`config.mk`:
```
export PLATFORM = sky130hd
export DESIGN_NAME = l2_nn_sched
export DESIGN_NICKNAME = d
export VERILOG_FILES = /design/src/rtl/l2_nn_sched.sv
export SDC_FILE = /design/constraint.sdc
export NUM_CORES = 1
export LEC_CHECK = 0
export CAP_MARGIN = 40
export CORE_ASPECT_RATIO = 0.8
export CORE_MARGIN = 10
export CORE_UTILIZATION = 48
export DETAILED_ROUTE_END_ITERATION = 12
export PLACE_DENSITY = 0.84
export SYNTH_ARGS = -nofsm -noshare
export SYNTH_HDL_FRONTEND = slang
export SYNTH_SLANG_ARGS = --single-unit
```
`constraint.sdc`:
```
create_clock -name clk -period 2.38 [get_ports clk]
set_input_delay 0.238 -clock clk [delete_from_list [all_inputs] [get_ports clk]]
set_output_delay 0.238 -clock clk [all_outputs]
set_load 0.1 [all_outputs]
```
`src/rtl/l2_nn_sched.sv`:
```
// l2_nn_sched: nearest-neighbour scheduler that time-shares one pipelined
// FP16 L2-distance unit across N_CAND candidate elements against one query.
//
// A request latches cand_vec/query, then one candidate per cycle is issued
// to the external distance unit. Results return LAT cycles later and are
// matched to their candidate index by a tag shift pipeline. The scheduler
// keeps the running minimum and presents the argmin index and minimum
// distance over a valid/ready handshake.
//
// Ports:
//   clk, rst_n           clock (rising edge), asynchronous active-low reset
//   start_vld/start_rdy  request handshake (start_rdy high only when idle)
//   cand_vec, query      candidate i at cand_vec[i*W +: W], query element
//   dist_a/dist_b        operands to the distance unit, dist_vld strobe
//   dist_res             distance result, sampled on the aligned slot only
//   res_vld/res_rdy      result handshake
//   res_idx, res_min     argmin index and raw minimum distance
//   busy                 high whenever not idle
//
// Optional feature (macro L2_NN_THRESH_EN): adds input thresh, latched with
// query, and output res_hit = (|res_min| < |thresh|) under the same compare
// rule, valid with res_vld.

module l2_nn_sched #(
  parameter int N_CAND = 7,
  parameter int W      = 16,
  parameter int LAT    = 2,
  parameter int IDX_W  = 3
) (
  input  logic                clk,
  input  logic                rst_n,
  input  logic                start_vld,
  output logic                start_rdy,
  input  logic [N_CAND*W-1:0] cand_vec,
  input  logic [W-1:0]        query,
`ifdef L2_NN_THRESH_EN
  input  logic [W-1:0]        thresh,
  output logic                res_hit,
`endif
  output logic [W-1:0]        dist_a,
  output logic [W-1:0]        dist_b,
  output logic                dist_vld,
  input  logic [W-1:0]        dist_res,
  output logic                res_vld,
  input  logic                res_rdy,
  output logic [IDX_W-1:0]    res_idx,
  output logic [W-1:0]        res_min,
  output logic                busy
);

  typedef enum logic [1:0] {IDLE, ISSUE, DRAIN, DONE} state_t;

  localparam int               MANT_W   = 10;
  localparam logic [IDX_W-1:0] LAST_IDX = IDX_W'(N_CAND - 1);

  state_t              state_q;
  state_t              state_d;
  logic [N_CAND*W-1:0] cand_q;
  logic [W-1:0]        query_q;
  logic [IDX_W-1:0]    issue_idx;
  logic [LAT-1:0]      tag_vld;
  logic [IDX_W-1:0]    tag_idx [LAT];
  logic                ret_vld;
  logic [IDX_W-1:0]    ret_idx;
  logic                accept;
  logic                issue;

  // Magnitude compare a < b on {exp,mant}; the sign is ignored so -0 == +0.
  // A NaN ranks above every value (including Inf), so a NaN is never less
  // than anything and two NaNs compare equal (the first stored is kept).
  function automatic logic mag_less(input logic [W-1:0] a, input logic [W-1:0] b);
    logic a_nan;
    logic b_nan;
    a_nan = (&a[W-2:MANT_W]) && (|a[MANT_W-1:0]);
    b_nan = (&b[W-2:MANT_W]) && (|b[MANT_W-1:0]);
    if (a_nan)
      mag_less = 1'b0;
    else if (b_nan)
      mag_less = 1'b1;
    else
      mag_less = (a[W-2:0] < b[W-2:0]);
  endfunction

  assign accept  = (state_q == IDLE) && start_vld;
  assign issue   = (state_q == ISSUE);
  assign ret_vld = tag_vld[LAT-1];
  assign ret_idx = tag_idx[LAT-1];
  assign dist_a  = cand_q[int'(issue_idx)*W +: W];
  assign dist_b  = query_q;

  // State register.
  always_ff @(posedge clk or negedge rst_n) begin
    if (!rst_n)
      state_q <= IDLE;
    else
      state_q <= state_d;
  end

  // Next-state and state-decoded outputs. DRAIN waits for the tag of the
  // last candidate rather than counting cycles, so the exit is tied to the
  // actual return slot for any LAT.
  always_comb begin
    state_d   = state_q;
    start_rdy = 1'b0;
    busy      = 1'b1;
    dist_vld  = 1'b0;
    res_vld   = 1'b0;
    case (state_q)
      IDLE: begin
        start_rdy = 1'b1;
        busy      = 1'b0;
        if (start_vld)
          state_d = ISSUE;
      end
      ISSUE: begin
        dist_vld = 1'b1;
        if (issue_idx == LAST_IDX)
          state_d = DRAIN;
      end
      DRAIN: begin
        if (ret_vld && (ret_idx == LAST_IDX))
          state_d = DONE;
      end
      DONE: begin
        res_vld = 1'b1;
        if (res_rdy)
          state_d = IDLE;
      end
      default: state_d = IDLE;
    endcase
  end

  // Request capture; the inputs are only looked at on the accepting edge.
  always_ff @(posedge clk or negedge rst_n) begin
    if (!rst_n) begin
      cand_q  <= '0;
      query_q <= '0;
    end else if (accept) begin
      cand_q  <= cand_vec;
      query_q <= query;
    end
  end

  // Issue counter walks 0..N_CAND-1 and wraps back to 0 for the next search.
  always_ff @(posedge clk or negedge rst_n) begin
    if (!rst_n)
      issue_idx <= '0;
    else if (issue)
      issue_idx <= (issue_idx == LAST_IDX) ? '0 : issue_idx + 1'b1;
  end

  // Tag pipeline: one {valid,index} slot per cycle of distance-unit latency,
  // so the tag leaving the last stage lines up with the matching dist_res.
  // Clearing it on reset is what discards results still in flight.
  always_ff @(posedge clk or negedge rst_n) begin
    if (!rst_n) begin
      tag_vld <= '0;
      for (int k = 0; k < LAT; k++)
        tag_idx[k] <= '0;
    end else begin
      tag_vld[0] <= issue;
      tag_idx[0] <= issue_idx;
      for (int k = 1; k < LAT; k++) begin
        tag_vld[k] <= tag_vld[k-1];
        tag_idx[k] <= tag_idx[k-1];
      end
    end
  end

  // Running minimum. Index 0 always loads so stale state from a previous
  // search never leaks in; later returns replace only when strictly less,
  // which keeps the lower index on ties.
  always_ff @(posedge clk or negedge rst_n) begin
    if (!rst_n) begin
      res_idx <= '0;
      res_min <= '0;
    end else if (ret_vld && ((ret_idx == '0) || mag_less(dist_res, res_min))) begin
      res_idx <= ret_idx;
      res_min <= dist_res;
    end
  end

`ifdef L2_NN_THRESH_EN
  logic [W-1:0] thresh_q;

  // Threshold captured alongside the query.
  always_ff @(posedge clk or negedge rst_n) begin
    if (!rst_n)
      thresh_q <= '0;
    else if (accept)
      thresh_q <= thresh;
  end

  assign res_hit = (state_q == DONE) && mag_less(res_min, thresh_q);
`endif

endmodule

```
==> impl_metrics.yaml, run 1 <==
cts:
  post_cts_buffers: 0
  cts_buffers: 17
  worst_skew_pair.late_latency_ps: 420
  cts_htree_levels: 4
  root_buffer: "clkbuf_16"
  clockBufferDepth: 2
  path_clk_slew_ps: 60
  clock_sinks: 160
  cts_tree: "done"
worst_setup_path:
  crit_path_end: "res_min[5]"
  cp.required_ps: 2680
  crit_start: "res_min[6]"
  critPathKind: "reg2reg"
  r2r-end: "res_min[5]"
  crit_arrival_ps: 2600
  r2r-start: "res_min[6]"
  end_kind: "flip-flop"
  r2r_cells: 9
  r2r_setup_slack_ps: 80
  start_kind: "flip-flop"
  cp_max_fo: 19
synthesis:
  synth_common_cells: "160 x dfrtp_1, 138 x mux2_2, 40 x a21oi_1, 33 x nor2_1, 20 x clkbuf_1"
  ys_seq_elements: 160
  netlist_top_cells_area: "dfrtp_1 55%, mux2_2 21%, mux4_2 5.0%, ha_1 3.1%, a21oi_1 2.8%"
  yosysTopAreaCellShare_pct: 55.2
  syn_inst: 528
  synth_area_sq_um: 7250
  yosysTopAreaCell: "dfrtp_1"
  synth_async_sr_flop_share_pct: 100
  avgSynthCellArea_sq_um: 13.7
  synth_cell_types: 33
  synth_edf_count: 0
  synth.most_common_cell: "dfrtp_1"
  ys_seq_area_share_pct: 55.2
  ys_warn_count: 0
  ys_dominant_reg_cell: "dfrtp_1"
  syn_nets: 694
placement:
  io_buffers: 202
  pre_cts_slack_ps: -107
  dpl.hpwl_um: 14800
  gp_congestion: 0.894
final_layout:
  final_util_pct: 70.8
  antenna_cells: 0
  fill_cells: 959
  drive_gt1_share_pct: 41.7
  area_growth_pct: 45.7
  final_nets: 914
timing:
  finalHoldViolCount: 0
  slew_headroom_pct: 57.8
  slew_viol_final: 0
  period_minus_slack_ps: 2300
  final-setup-viol-count: 0
  worst_pin_slew_ps: 633
  fin_worst_skew_ps: 6.48
  rsz0062_at_grt: "false"
  post-route-period-util_pct: 96.7
  max_freq_ghz: 0.434
  fin_ws_ps: 78.2
routing:
  firstDrtPassIters: 5
  avgRoutedWirePerCell_um: 20.5
  ant_nets: 0
  route.detailed.drc: 0
  wirelength_um: 19500
  dr_total_vias: 5075
  routed_via_density: 5.35
  drtIter0Drc: 337
floorplan:
  initial_utilization_pct: 48.6
  die_width_um: 157
  ios: 203
  row_count: 40
  die_area_sq_um: 20500
  core-area_sq_um: 14900
  die_height_um: 130
outcome:
  status: "finished, final reports clean"
global_routing:
  use_met1_pct: 23.5
  grt_max_degree: 69
  use_met2_pct: 31.6
  grtUsageMet3_pct: 7.73
  globalRoute.busiestLayer: "met2"
  antenna_found_initial: 1
  overflow: 0
  grt_use_total_pct: 19.5
  grt_pass1_wl_um: 30900
  grt_pass1_vias: 5732
min_path:
  holdPathStages: 0
  min_path_type: "reg2reg"
job:
  maxCapViolations: 0
logic make-up after synthesis:
kind of cell	count (synthesis)	synth area share, %
flip-flops	160	55.2
AO/OA/AOI/OAI	58	4.62
adder cells (fa/ha/maj)	18	3.11
AND/OR/NAND/NOR	66	3.99
buffers and inverters	48	2.88
multiplexers	178	30.2
critical path, stage by stage, from the launching register on:
cell and delay (ps):
dfrtp_4 420, inv_1 60, ha_1 300, nand2_1 90, o21ai_0 210, a21oi_1 80
o41ai_2 250, a31o_1 230, buf_12 180, mux2_2 360
worst min-delay path by stage:
stage          startpoint          to
3_5_place_dp        rst_n  state_q[1]
5_1_grt        tag_idx[4]  ret_idx[1]
2_1_floorplan       rst_n   cand_q[0]
6_report       tag_idx[4]  ret_idx[1]
4_1_cts        tag_idx[4]  ret_idx[1]
3_3_place_gp        rst_n  state_q[1]
cell usage in the layout, fill, tap and decap left out, types with 2 or more instances in the layout:
cell and n:
clkdlybuf4s50_1 146, mux4_2 16, inv_1 18, nand4_1 4, nor4_1 4, buf_12 21, mux2i_1 17, a21oi_2 7
dfrtp_4 11, nor2b_1 2, buf_6 4, dfrtp_1 143, nand2_1 15, nor2_1 32, a22o_2 3, mux2_4 7
clkbuf_16 17, nor3_1 2, mux2_2 138, o21ai_0 8, clkinvlp_4 3, a21oi_4 9, buf_4 58, bufinv_16 4
a21oi_1 24, ha_1 17, dfrtp_2 6, clkbuf_8 2, clkinv_4 4
timing repair:
action                                  4_1_cts  5_1_grt
endpoints found under the setup margin        1        8
hold endpoints to repair                     65        0
gates resized for setup                       1        4
hold buffers                                  1        0
area by class of cell:
class | instances | area [sq um] | area share [%]
Sequential cell | 160 | 4050 | 38.4
Clock buffer | 19 | 453 | 4.29
Multi-Input combinational cell | 320 | 3190 | 30.2
Inverter | 19 | 75.1 | 0.711
Timing Repair Buffer | 230 | 2370 | 22.5
Tap cell | 189 | 236 | 2.24
Clock inverter | 12 | 184 | 1.74
per-stage QoR:
| step | instances | setup TNS (ps) | area, sq um | hold slack, ps |
|---|---|---|---|---|
| floorplan | 528 | -51.8 | 7440 | -57.6 |
| global placement | 917 | -260 | 9900 | 269 |
| detailed placement | 917 | -1320 | 9900 | 284 |
| CTS | 949 | 0 | 10500 | 351 |
| global route | 949 | 0 | 10600 | 355 |
| finish | 949 | 0 | 10600 | 349 |
sequential cells by signal, indices dropped and copies added, names as in the netlist:
signal     count
issue_idx      3
ret_idx        3
res_idx        3
res_min       16
tag_vld        2
state_q        2
tag_idx        3
cand_q       112
dist_b        16
routing by layer:
| layer | share of wire (%) | wire, um | vias to the layer above |
|---|---|---|---|
| met3 | 9.0 | 1760 | 17 |
| met5 | 0 | 0 | - |
| met1 | 41 | 8000 | 2542 |
| met4 | 1.2 | 242 | 0 |
| met2 | 49 | 9500 | 175 |
| li1 | - | - | 2341 |
Power of run 1 is not shown: default switching activity piles up to over one toggle a cycle in this logic, so the estimate is an artifact.
==> run 2: changes to the inputs <==
--- a/config.mk
+++ b/config.mk
@@ -7,7 +7,6 @@
 export LEC_CHECK = 0
 export CAP_MARGIN = 40
 export CORE_ASPECT_RATIO = 0.8
-export CORE_MARGIN = 10
 export CORE_UTILIZATION = 48
 export DETAILED_ROUTE_END_ITERATION = 12
 export PLACE_DENSITY = 0.84
==> run 2 against run 1 <==
  * Core utilization increased by 2.9 points
  * Register-to-register slack got worse by 60 ps
  * Hold slack improved by 1.5 ps
  * Die area decreased by 24%
  * Routed wire length down 5.5%
  * Clock skew shrank 1.1 ps
  * Largest cell class unchanged
  * Global-route usage increased by 5.2 points
  * Non-clock buffer count increased by 9
  * Clock-buffer cell count is 2 lower
==> impl_metrics.yaml, run 2 (same netlist as run 1, synthesis figures left out) <==
worst_setup_path:
  critPathKind: "reg2reg"
  r2r-end: "res_min[0]"
  path_buf_inv: 2
  slowest_stage: "dfrtp_4"
  start_kind: "flip-flop"
  cp_cell_sequence: "inv_1 -> ha_1 -> a21oi_1 -> o21ai_1 -> a21oi_2 -> o41ai_2 -> a31o_2 -> clkbuf_16 -> mux2_2"
  cp_max_fo: 6
  crit_arrival_ps: 2670
  r2r-start: "res_min[4]"
  critPathMaxStageDelay_ps: 430
  end_kind: "flip-flop"
  cp.required_ps: 2690
  r2r_cells: 9
  critPathTopFamily: "compound AO/OA/AOI/OAI gates"
  cp.depth: 9
  r2r_setup_slack_ps: 20
final_layout:
  final_cell_mix: "146 x clkdlybuf4s50_1, 143 x dfrtp_1, 138 x mux2_2"
  regMostFlops: "cand_q"
  fill_cells: 892
  area_growth_pct: 47.3
  drive_gt1_share_pct: 44.2
  layout_commonest_cell: "clkdlybuf4s50_1"
  antenna_cells: 0
  ff_latch_area_sq_um: 4050
  multi_input_area_sq_um: 3240
  final_nets: 923
  largest_reg_flops: 112
floorplan:
  core-area_sq_um: 14500
  die_area_sq_um: 15600
  die_width_um: 139
  die_height_um: 112
  ios: 203
  initial_utilization_pct: 50.0
  row_count: 39
cts:
  cts_buffers: 17
  path_clk_slew_ps: 60
  clock_sinks: 160
  cts_htree_levels: 4
  clockBufferDepth: 2
  worst_skew_pair.late_latency_ps: 420
  root_buffer: "clkbuf_16"
  cts_tree: "done"
routing:
  route.detailed.drc: 0
  wirelength_um: 18400
  routed_via_density: 5.40
  drtIter0Drc: 196
  ant_nets: 0
  dr_total_vias: 5148
  firstDrtPassIters: 5
  avgRoutedWirePerCell_um: 19.3
global_routing:
  grt_pass1_wl_um: 29300
  antenna_found_initial: 0
  grt_max_degree: 60
  grt_pass1_vias: 5593
  grt_use_total_pct: 24.7
  overflow: 0
timing:
  period_minus_slack_ps: 2360
  fin_tns_setup_ps: 0
  fin_worst_skew_ps: 5.36
  final-setup-viol-count: 0
  max_freq_ghz: 0.424
  rsz0062_at_grt: "true"
  worst_pin_slew_ps: 607
  slew_viol_final: 0
  post-route-period-util_pct: 99.1
  finalHoldViolCount: 0
  slew_headroom_pct: 59.5
min_path:
  min_path_type: "in2async"
outcome:
  status: "finished, final reports clean"
placement:
  gp_congestion: 0.847
  io_buffers: 202
  dpl.hpwl_um: 13200
job:
  maxCapViolations: 0
[run 2: changes by cell type in the layout (fill, tap and decap cells not counted), moves of 3 or more]
| cell | change |
|---|---|
| nor2_2 | +4 |
| clkinvlp_4 | +4 |
| a21oi_2 | +3 |
| a21oi_1 | -3 |
| nor2_1 | -5 |
| buf_4 | +5 |
[run 2: worst max path at each step]
stage / start / slack [ps] / to
2_1_floorplan: issue_idx[0] / -50 / dist_a[10]
3_3_place_gp: dist_res[6] / -80 / res_min[15]
3_5_place_dp: dist_res[6] / -190 / res_min[15]
4_1_cts: issue_idx[0] / -0.7 / dist_a[12]
5_1_grt: res_min[5] / -60 / res_min[0]
6_report: res_min[4] / 20 / res_min[0]
[run 2: repair_timing]
| action | CTS | global route |
|---|---|---|
| buffers inserted | 2 | 5 |
| hold buffers | 1 | 0 |
| gates cloned | 1 | 2 |
| gates resized for setup | 4 | 20 |
| endpoints found under the hold margin | 53 | 0 |
| endpoints found under the setup margin | 12 | 28 |
| pin swaps | 0 | 3 |
[run 2: cell type report]
type | instances | share of cell area [%]
Multi-Input combinational cell | 320 | 30.3
Sequential cell | 160 | 37.9
Clock inverter | 15 | 1.51
Timing Repair Buffer | 239 | 23.4
Clock buffer | 17 | 3.98
Inverter | 19 | 0.703
Tap cell | 184 | 2.15
[run 2: metrics by stage]
stage	util [%]	cells	hold WS [ps]	setup slack (ps)	instance area, sq um
2_1_floorplan	-	528	-57.6	-51.8	7440
3_3_place_gp	68.3	911	225	-83.8	9900
3_5_place_dp	68.3	911	245	-195	9900
4_1_cts	72.8	947	355	-0.652	10600
5_1_grt	73.7	954	361	-59.3	10700
6_report	73.7	954	350	21.2	10700
[run 2: worst register-to-register path: stages, from the launching register on]
cell	delay, ps
dfrtp_4	430
inv_1	50
ha_1	280
a21oi_1	60
o21ai_1	160
a21oi_2	60
o41ai_2	380
a31o_2	310
clkbuf_16	190
mux2_2	330
[run 2: per-layer routing]
layer | global-route usage [%] | share of wire, %
met5 | 0 | 0
met4 | 8.07 | 1.7
met3 | 8.65 | 7.6
met2 | 41.5 | 50
met1 | 29.7 | 41
Power of run 2 is left out for the same reason.
==> run 3: changes to the inputs <==
--- a/config.mk
+++ b/config.mk
@@ -9,7 +9,7 @@
 export CORE_ASPECT_RATIO = 0.8
 export CORE_UTILIZATION = 48
 export DETAILED_ROUTE_END_ITERATION = 12
-export PLACE_DENSITY = 0.84
+export PLACE_DENSITY = 0.87
 export SYNTH_ARGS = -nofsm -noshare
 export SYNTH_HDL_FRONTEND = slang
 export SYNTH_SLANG_ARGS = --single-unit
==> run 3 against run 2 <==
  * Largest cell class unchanged
  * Core utilization fell by 0.15 points
  * Cell area is 0.20% lower
  * Critical endpoint is now res_min[9]
  * Fmax up 1.3%
==> impl_metrics.yaml, run 3 (same netlist as run 1, synthesis figures left out) <==
routing:
  avgRoutedWirePerCell_um: 19.4
  routed_via_density: 5.44
  ant_nets: 0
  dr_total_vias: 5163
  wirelength_um: 18400
  route.detailed.drc: 0
  firstDrtPassIters: 4
  drtIter0Drc: 193
timing:
  slew_viol_final: 0
  period_minus_slack_ps: 2330
  finalHoldViolCount: 0
  slew_headroom_pct: 64.7
  final-setup-viol-count: 0
  fin_ws_ps: 51.4
  max_freq_ghz: 0.429
  worst_pin_slew_ps: 529
  fin_worst_skew_ps: 6.57
  holdWs_ps: 343
  post-route-period-util_pct: 97.8
placement:
  pre_cts_slack_ps: -170
  gp_congestion: 0.930
  placedInstanceArea_sq_um: 9890
  dpl.hpwl_um: 13100
  io_buffers: 202
outcome:
  status: "finished, final reports clean"
floorplan:
  die_width_um: 139
  initial_utilization_pct: 50.0
  die_height_um: 112
  row_count: 39
  die_area_sq_um: 15600
  ios: 203
  core-area_sq_um: 14500
worst_setup_path:
  crit_arrival_ps: 2630
  start_kind: "flip-flop"
  critPathKind: "reg2reg"
  end_kind: "flip-flop"
  crit_start: "res_min[2]"
  cp.required_ps: 2680
  r2r-start: "res_min[2]"
  cp_max_fo: 6
cts:
  cts_htree_levels: 4
  clockBufferDepth: 2
  worst_skew_pair.late_latency_ps: 420
  path_clk_slew_ps: 60
  cts_tree: "done"
  root_buffer: "clkbuf_16"
  cts_buffers: 17
  clock_sinks: 160
global_routing:
  grt_pass1_wl_um: 29200
  grt_max_degree: 66
  antenna_found_initial: 0
  overflow: 0
  grt_pass1_vias: 5647
  grt_use_total_pct: 24.7
final_layout:
  area_growth_pct: 47.1
  largest_reg_flops: 112
  final_cell_mix: "146 x clkdlybuf4s50_1, 143 x dfrtp_1, 135 x mux2_2"
  layout_commonest_cell: "clkdlybuf4s50_1"
  fill_cells: 928
  stdcell_area_sq_um: 10700
  antenna_cells: 0
  final_nets: 918
  final_util_pct: 73.6
  drive_gt1_share_pct: 44.2
  regMostFlops: "cand_q"
min_path:
  hp-start: "tag_idx[4]"
  min_path_type: "reg2reg"
job:
  maxCapViolations: 0
[run 3: cell count changes in the layout (fill, tap and decap cells not counted), sizes merged]
cell,before,now
inv,21,18
bufbuf,1,0
clkbuf,18,25
clkinvlp,7,4
buf,90,84
clkinv,4,7
bufinv,2,0
[run 3: metal layers]
layer	up-vias	track usage, %	part of all wire (%)	routed length (um)
li1	2342	-	-	-
met1	2587	29.4	39	7230
met2	201	41.7	50	9250
met3	33	9.08	8.6	1580
met4	0	7.63	2.1	378
met5	-	0	0	0
[run 3: area by class of cell]
cell class,count,area (sq um),area share (%)
tap,184,230,2.16
inverter,19,77.6,0.727
timing repair buffer,234,2470,23.2
clock inverter,10,61.3,0.575
sequential,160,4060,38.0
clock buffer,22,484,4.54
multi-input combinational,320,3280,30.8
[run 3: stage by stage]
step	std cells	TNS, ps
after floorplan	528	-51.8
after global placement	908	-285
after detailed placement	908	-2100
after CTS	941	0
after global routing	949	-220
final	949	0
[run 3: critical path: stages, from the launching register on]
cell and delay, ps:
dfrtp_4 450, inv_4 40, ha_4 260, nand2_2 50, o21ai_2 140, a21oi_2 80
o41ai_2 390, a31o_2 310, clkbuf_16 190, mux2_4 300
[run 3: worst paths after layout]
kind,endpoint,slack [ps],cells past startpoint
max,res_min[9],50,9
min,ret_idx[1],340,0
max reg2reg,res_min[9],50,9
min reg2reg,ret_idx[1],340,0
max in group asynchronous,cand_q[13],1320,3
min in group asynchronous,state_q[1],350,2
[run 3: repair_timing]
action,4_1_cts,5_1_grt
buffers inserted,0,5
pin swaps,0,7
gates cloned,0,3
setup endpoints to repair,13,23
resized for setup,1,25
hold buffers,1,0
endpoints found under the hold margin,55,0
Power of run 3 is left out for the same reason.
